### src/rtl/cmlk_timing_defs_pkg.sv
// ----------------------------------------------------------------------------
// cmlk_timing_defs
// Shared definitions for the cmlk timing generator blocks:
//   - default system clock frequency in MHz
//   - strobe sequencer state encoding
//   - clogb2() helper for sizing counters from elaboration-time constants
// ----------------------------------------------------------------------------
package cmlk_timing_defs;

    localparam int DEF_CLK_FREQ_MHZ = 100;

    localparam logic [1:0] ST_IDLE   = 2'd0;
    localparam logic [1:0] ST_DELAY  = 2'd1;
    localparam logic [1:0] ST_ACTIVE = 2'd2;

    // Bits needed to hold 0..value-1; never less than 1 so a counter of
    // this width is always legal.
    function automatic int clogb2(input int value);
        int result;
        result = 0;
        while ((1 << result) < value) begin
            result = result + 1;
        end
        if (result == 0) begin
            result = 1;
        end
        return result;
    endfunction

endpackage

### src/rtl/us_tick_gen.sv
// ----------------------------------------------------------------------------
// us_tick_gen
// Restartable microsecond prescaler. Counts 0..CLK_FREQ_MHZ-1 and raises
// tick_o for the cycle in which the count sits on its terminal value.
// A clear restarts the count at 0 on the next clock edge.
//
// Ports
//   clk     in   system clock
//   rst_n   in   asynchronous active-low reset
//   clr_i   in   restart the prescaler (takes priority over counting)
//   tick_o  out  one-cycle pulse once per microsecond
// ----------------------------------------------------------------------------
module us_tick_gen
    import cmlk_timing_defs::*;
#(
    parameter int CLK_FREQ_MHZ = DEF_CLK_FREQ_MHZ
) (
    input  logic clk,
    input  logic rst_n,
    input  logic clr_i,
    output logic tick_o
);

    localparam int                 PRESC_W = clogb2(CLK_FREQ_MHZ);
    localparam logic [PRESC_W-1:0] TERM    = PRESC_W'(CLK_FREQ_MHZ - 1);

    logic [PRESC_W-1:0] presc_q;
    logic [PRESC_W-1:0] presc_d;

    assign tick_o = (presc_q == TERM);

    // NOTE: every variable assigned in an always_comb gets a value on every
    // path (here via the if/else chain); a missing branch would infer a latch.
    always_comb begin
        if (clr_i) begin
            presc_d = '0;
        end else if (tick_o) begin
            presc_d = '0;
        end else begin
            presc_d = presc_q + PRESC_W'(1);
        end
    end

    // NOTE: sequential state uses non-blocking assignments so that all
    // registers update from the same pre-edge values.
    always_ff @(posedge clk or negedge rst_n) begin
        if (!rst_n) begin
            presc_q <= '0;
        end else begin
            presc_q <= presc_d;
        end
    end

endmodule

### src/rtl/cmos_strobe_gen.sv
// ----------------------------------------------------------------------------
// cmos_strobe_gen
// Turns each rising edge of the trigger pulse into an illumination strobe:
// after strobe_delay_us microseconds the strobe goes high for
// strobe_width_us microseconds. Triggers arriving while a sequence runs are
// rejected and counted as overruns.
//
// Ports
//   clk              in   system clock
//   rst_n            in   asynchronous active-low reset
//   trig_in          in   trigger pulse, synchronous to clk
//   enable           in   1 = accept triggers, 0 = ignore and abort
//   strobe_delay_us  in   delay from trigger edge to strobe, in us
//   strobe_width_us  in   strobe high time in us (0 = no strobe)
//   strobe_out       out  registered illumination strobe
//   busy             out  high while a sequence is running
//   trig_cnt         out  accepted-trigger count, wraps
//   overrun          out  one-cycle pulse per trigger rejected while busy
//   overrun_cnt      out  rejected-trigger count, saturates
// ----------------------------------------------------------------------------
module cmos_strobe_gen
    import cmlk_timing_defs::*;
#(
    parameter int CLK_FREQ_MHZ = DEF_CLK_FREQ_MHZ,
    parameter int TRIG_CNT_W   = 32,
    parameter int OVR_CNT_W    = 16
) (
    input  logic                  clk,
    input  logic                  rst_n,
    input  logic                  trig_in,
    input  logic                  enable,
    input  logic [15:0]           strobe_delay_us,
    input  logic [15:0]           strobe_width_us,
    output logic                  strobe_out,
    output logic                  busy,
    output logic [TRIG_CNT_W-1:0] trig_cnt,
    output logic                  overrun,
    output logic [OVR_CNT_W-1:0]  overrun_cnt
);

    logic                  trig_d_q;
    logic [1:0]            state_q,    state_d;
    logic [15:0]           cnt_q,      cnt_d;
    logic [15:0]           dly_q,      dly_d;
    logic [15:0]           wid_q,      wid_d;
    logic                  strobe_q,   strobe_d;
    logic                  ovr_q,      ovr_d;
    logic [TRIG_CNT_W-1:0] trig_cnt_q, trig_cnt_d;
    logic [OVR_CNT_W-1:0]  ovr_cnt_q,  ovr_cnt_d;

    logic        trig_edge;
    logic        accept;
    logic        reject;
    logic        tick;
    logic [15:0] cnt_nxt;

    assign trig_edge = trig_in & ~trig_d_q;
    assign accept    = enable & trig_edge & (state_q == ST_IDLE);
    assign reject    = enable & trig_edge & (state_q != ST_IDLE);
    assign cnt_nxt   = cnt_q + 16'd1;

    // Accepting a trigger restarts the microsecond grid, so the delay is
    // measured from the accepting edge rather than from a free-running phase.
    us_tick_gen #(
        .CLK_FREQ_MHZ (CLK_FREQ_MHZ)
    ) u_us_tick (
        .clk    (clk),
        .rst_n  (rst_n),
        .clr_i  (accept),
        .tick_o (tick)
    );

    // Transitions compare the *next* count against the target so the state
    // change lands on the same edge the counter would reach it, giving an
    // exact D*T / W*T cycle spacing. The counter restarts at 0 on entering
    // ACTIVE; the prescaler has just wrapped there, so it needs no clear.
    always_comb begin
        state_d    = state_q;
        cnt_d      = cnt_q;
        dly_d      = dly_q;
        wid_d      = wid_q;
        strobe_d   = strobe_q;
        ovr_d      = 1'b0;
        trig_cnt_d = trig_cnt_q;
        ovr_cnt_d  = ovr_cnt_q;

        if (!enable) begin
            state_d  = ST_IDLE;
            strobe_d = 1'b0;
        end else begin
            case (state_q)
                ST_IDLE: begin
                    if (accept) begin
                        dly_d      = strobe_delay_us;
                        wid_d      = strobe_width_us;
                        cnt_d      = '0;
                        trig_cnt_d = trig_cnt_q + TRIG_CNT_W'(1);
                        if (strobe_delay_us != 16'd0) begin
                            state_d = ST_DELAY;
                        end else if (strobe_width_us != 16'd0) begin
                            state_d  = ST_ACTIVE;
                            strobe_d = 1'b1;
                        end
                    end
                end
                ST_DELAY: begin
                    if (tick) begin
                        if (cnt_nxt == dly_q) begin
                            cnt_d = '0;
                            if (wid_q != 16'd0) begin
                                state_d  = ST_ACTIVE;
                                strobe_d = 1'b1;
                            end else begin
                                state_d = ST_IDLE;
                            end
                        end else begin
                            cnt_d = cnt_nxt;
                        end
                    end
                end
                ST_ACTIVE: begin
                    if (tick) begin
                        if (cnt_nxt == wid_q) begin
                            state_d  = ST_IDLE;
                            strobe_d = 1'b0;
                        end else begin
                            cnt_d = cnt_nxt;
                        end
                    end
                end
                default: begin
                    state_d  = ST_IDLE;
                    strobe_d = 1'b0;
                end
            endcase

            if (reject) begin
                ovr_d = 1'b1;
                if (ovr_cnt_q != '1) begin
                    ovr_cnt_d = ovr_cnt_q + OVR_CNT_W'(1);
                end
            end
        end
    end

    always_ff @(posedge clk or negedge rst_n) begin
        if (!rst_n) begin
            trig_d_q   <= 1'b0;
            state_q    <= ST_IDLE;
            cnt_q      <= '0;
            dly_q      <= '0;
            wid_q      <= '0;
            strobe_q   <= 1'b0;
            ovr_q      <= 1'b0;
            trig_cnt_q <= '0;
            ovr_cnt_q  <= '0;
        end else begin
            trig_d_q   <= trig_in;
            state_q    <= state_d;
            cnt_q      <= cnt_d;
            dly_q      <= dly_d;
            wid_q      <= wid_d;
            strobe_q   <= strobe_d;
            ovr_q      <= ovr_d;
            trig_cnt_q <= trig_cnt_d;
            ovr_cnt_q  <= ovr_cnt_d;
        end
    end

    assign strobe_out  = strobe_q;
    assign busy        = (state_q != ST_IDLE);
    assign overrun     = ovr_q;
    assign trig_cnt    = trig_cnt_q;
    assign overrun_cnt = ovr_cnt_q;

endmodule

### config.mk
export PLATFORM = sky130hd
export DESIGN_NAME = cmos_strobe_gen
export DESIGN_NICKNAME = d
export VERILOG_FILES = /design/src/rtl/cmlk_timing_defs_pkg.sv /design/src/rtl/us_tick_gen.sv /design/src/rtl/cmos_strobe_gen.sv
export SDC_FILE = /design/constraint.sdc
export NUM_CORES = 1
export LEC_CHECK = 0
export CAP_MARGIN = 0
export CORE_MARGIN = 4
export CORE_UTILIZATION = 50
export CTS_CLUSTER_DIAMETER = 50
export CTS_CLUSTER_SIZE = 24
export DETAILED_ROUTE_END_ITERATION = 12
export GPL_TIMING_DRIVEN = 0
export PLACE_DENSITY_LB_ADDON = 0.1
export REMOVE_ABC_BUFFERS = 1
export SLEW_MARGIN = 10
export SYNTH_ARGS = -nofsm -noshare
export SYNTH_HDL_FRONTEND = slang
export SYNTH_SLANG_ARGS = --single-unit
### constraint.sdc
create_clock -name clk -period 2.4 [get_ports clk]
set_input_delay 0.24 -clock clk [delete_from_list [all_inputs] [get_ports clk]]
set_output_delay 0.24 -clock clk [all_outputs]
set_load 0.02 [all_outputs]
==> summary.log <==
INFO  die            fp-row-count=40
INFO  timing         max_freq=0.361GHz
INFO  die            floorplan.io_pins=87
INFO  synth          yosys-top-cells-area=sky130_fd_sc_hd__dfrtp_1 44%, sky130_fd_sc_hd__nand2_1 8.3%, sky130_fd_sc_hd__xnor2_1 7.8%
INFO  worst_hold_path min_path_type=in -> async
INFO  timing         maxSlewHeadroom=34.0%
INFO  placed_design  gp_routability_congestion=0.903
INFO  route          vias=5419
INFO  critical_path  timing.critical_path.to=state_q[0]
INFO  timing         timing.final.crit_period=2.77ns
INFO  route          drcViolationCount=0
INFO  layout         post_layout_nets=825
INFO  synth          synth_enable_flop_cells=0
INFO  clock_tree     insertion_delay=0.36ns
INFO  placed_design  hpwl=10.8mm
INFO  clock_tree     tritoncts=done
INFO  layout         design_area=8130um2
INFO  layout         antennaDiodeCount=0
INFO  route          wl_met3=1.23mm
INFO  synth          synth.ff_latch_count=108
INFO  timing         skew=0.00707ns
INFO  die            die-height=119um
INFO  route          ant_nets=0
INFO  route          detailroute.wirelength.met2=8.22mm
INFO  placed_design  portBuffers=86
INFO  placed_design  dp_worst_slack=-1.36ns
INFO  timing         tightestPinTransition=0.980ns
INFO  timing         post-route-worst-setup-slack=-0.373ns
INFO  critical_path  cp.arrival=3.01ns
INFO  synth          synth-seq-area-share=44.0%
INFO  critical_path  timing.rr.start=cnt_q[0]
INFO  global_routing grt_overflow=0
INFO  synth          synth_area=6140um2
INFO  pwr            power_per_cell_area=754nW/um2
INFO  global_routing maximum_number_of_pins_on_one_net_before_global_route_repair=92
INFO  layout         drive_above_1_share=19.0%
INFO  timing         setup_viol=19
INFO  critical_path  r2r-end=state_q[0]
INFO  critical_path  timing.critical_path.fanout_max=5
INFO  synth          post-synth-top-area-cell=sky130_fd_sc_hd__dfrtp_1
INFO  pwr            peakVddDrop=391uV
INFO  timing         report.final.slew_viol_count=0
INFO  synth          synth_common_cells=136 x sky130_fd_sc_hd__nand2_1, 108 x sky130_fd_sc_hd__dfrtp_1, 55 x sky130_fd_sc_hd__xnor2_1, 33 x sky130_fd_sc_hd__nand3_1, 33 x sky130_fd_sc_hd__nor2_1
INFO  global_routing grt_antenna_before_repair=0
INFO  clock_tree     cts.root.buffer_cell=sky130_fd_sc_hd__clkbuf_16
INFO  route          firstDrtPassIters=5
INFO  placed_design  place_area=7040um2
INFO  pwr            p_leak=0.00364uW
INFO  clock_tree     cts.sinks=108
INFO  synth          postSynthCellCount=655
INFO  timing         min_period_over_period=116%
INFO  outcome        outcome=finished with violations
INFO  clock_tree     clk_pin_slew=0.07ns
INFO  critical_path  worstSetupEndpointType=flip-flop
INFO  layout         synthToLayoutAreaGrowth=32.4%
INFO  synth          ys_dominant_reg_cell=sky130_fd_sc_hd__dfrtp_1
INFO  synth          synth-async-reset-ratio=100%
INFO  outcome        violations=setup timing
INFO  die            die-area=14100um2
INFO  clock_tree     clock_path_buffers=2
INFO  critical_path  setup.worst_path.start=cnt_q[0]
INFO  timing         timing_hold_violations_final=0
INFO  route          routedWlPerCell=18.6um
INFO  synth          synth.avg_cell_area=9.38um2
INFO  global_routing global_route_wire_length_before_repair=27.5mm
INFO  route          drt_wl_total=17.3mm
INFO  layout         instances_no_fill=933
INFO  job            maxCapViolCount=0
INFO  clock_tree     h-tree-depth=3
INFO  clock_tree     numCtsBuffers=9
INFO  critical_path  reg2regPathDepth=10
INFO  critical_path  worst-setup-path-type=reg -> reg
INFO  synth          area_share_of_the_leading_cell_type_in_the_synthesized_netlist=44.0%
INFO  route          avgViaCountPerCell=5.81
INFO  critical_path  start_kind=flip-flop
INFO  die            die_width=119um
INFO  synth          number_of_warning_messages_in_the_yosys_log=0
INFO  route          topRoutingLayerUsed=met4
INFO  placed_design  dpl.cell_count=859
INFO  route          first_iter_violations=470
INFO  critical_path  worstPathRequired=2.64ns
INFO  die            initial_utilization=51.1%
INFO  timing         grt_setup_unrepaired=true
INFO  layout         post-route-util=67.7%
INFO  global_routing grt_pass1_vias=5451
INFO  critical_path  r2r_slack=-0.37ns
INFO  synth          synth_most_common_cell=sky130_fd_sc_hd__nand2_1
INFO  die            core_area=12000um2
INFO  global_routing total_track_usage=24.3%
INFO  route          m1_wire_length=7.32mm
INFO  synth          post_synth_num_cell_types=63
==> worst min-delay path by stage <==
stage	startpoint	end	slack [ns]	cells after the start
6_report	rst_n	cnt_q[13]	0.29	2
3_5_place_dp	rst_n	cnt_q[13]	0.09	1
5_1_grt	rst_n	cnt_q[8]	0.30	2
4_1_cts	rst_n	cnt_q[13]	0.28	2
3_3_place_gp	trig_cnt[31]	trig_cnt[31]	0.46	1
2_1_floorplan	rst_n	cnt_q[0]	-0.06	0
==> registers in the layout (all words and copies together), names as in the netlist <==
register,cells
state_q,2
strobe_out,1
trig_d_q,1
dly_q,16
overrun_cnt,16
cnt_q,16
wid_q,16
overrun,1
trig_cnt,32
u_us_tick.presc_q,7
==> per-layer routing <==
layer / vias to the layer above / global-route usage (%)
li1: 2545 / -
met1: 2651 / 30.9
met2: 182 / 38.5
met3: 41 / 7.74
met4: 0 / 10.1
met5: - / 0
==> cells by family (layout without fill, tap and decap cells) <==
family	count (synthesis)	in the layout	share of synthesized area (%)
adder cells (fa/ha/maj)	8	8	1.63
AND/OR/NAND/NOR	325	328	27.6
multiplexers	10	10	1.65
XOR/XNOR	89	89	13.1
flip-flops	108	108	44.0
AO/OA/AOI/OAI	62	63	7.56
buffers and inverters	53	180	4.44
==> layout by cell type (no fill, tap or decap), drive strengths merged, types with 5 or more instances in the layout <==
master,n
nor4,21
mux2i,9
nand2,137
dfrtp,108
clkdlybuf4s50,85
inv,24
a211oi,15
clkbuf,11
ha,8
xor2,32
nand4,33
or3,6
and2,5
nor3,11
o21ai,19
and4,8
nor2,34
nand3,38
and3,19
buf,56
xnor2,55
==> worst max-delay path, stage by stage, from the launching register on <==
cell,delay (ns)
sky130_fd_sc_hd__dfrtp_2,0.45
sky130_fd_sc_hd__ha_4,0.18
sky130_fd_sc_hd__buf_6,0.11
sky130_fd_sc_hd__and4_4,0.24
sky130_fd_sc_hd__a211oi_2,0.07
sky130_fd_sc_hd__nor4bb_1,0.32
sky130_fd_sc_hd__nand4_1,0.25
sky130_fd_sc_hd__nor4_4,0.37
sky130_fd_sc_hd__a21boi_2,0.13
sky130_fd_sc_hd__or2_1,0.26
sky130_fd_sc_hd__a311o_1,0.28
==> cell type report <==
class,instances,area (um2)
multi-input cells,498,3500
clock buffers,11,233
fillers,946,3880
well taps,147,184
clock inverters,5,46.3
flip-flops and latches,108,2720
inverters,22,82.6
repair buffers,142,1360
==> where the power goes <==
part / switching [uW] / internal, uW / total [uW]
clock: 698 / 722 / 1420
combinational: 1080 / 983 / 2060
sequential: 460 / 2190 / 2650
==> per-stage QoR <==
stage	TNS (ns)	power (uW)	hold slack, ns
5_1_grt	-7.54	6500	0.295
3_5_place_dp	-51.18	4330	0.0944
3_3_place_gp	-373.98	4260	0.458
4_1_cts	-4.28	6050	0.284
2_1_floorplan	-12.99	3700	-0.0556
6_report	-5.92	6130	0.289
==> what timing repair did <==
action,in CTS,in global routing
endpoints found under the hold margin,17,0
cloned,4,0
gates resized for setup,61,23
hold buffers,1,0
buffers inserted,25,28
pin swaps,24,23
endpoints found under the setup margin,57,32
Note: power is estimated with default switching activity, not from simulation.
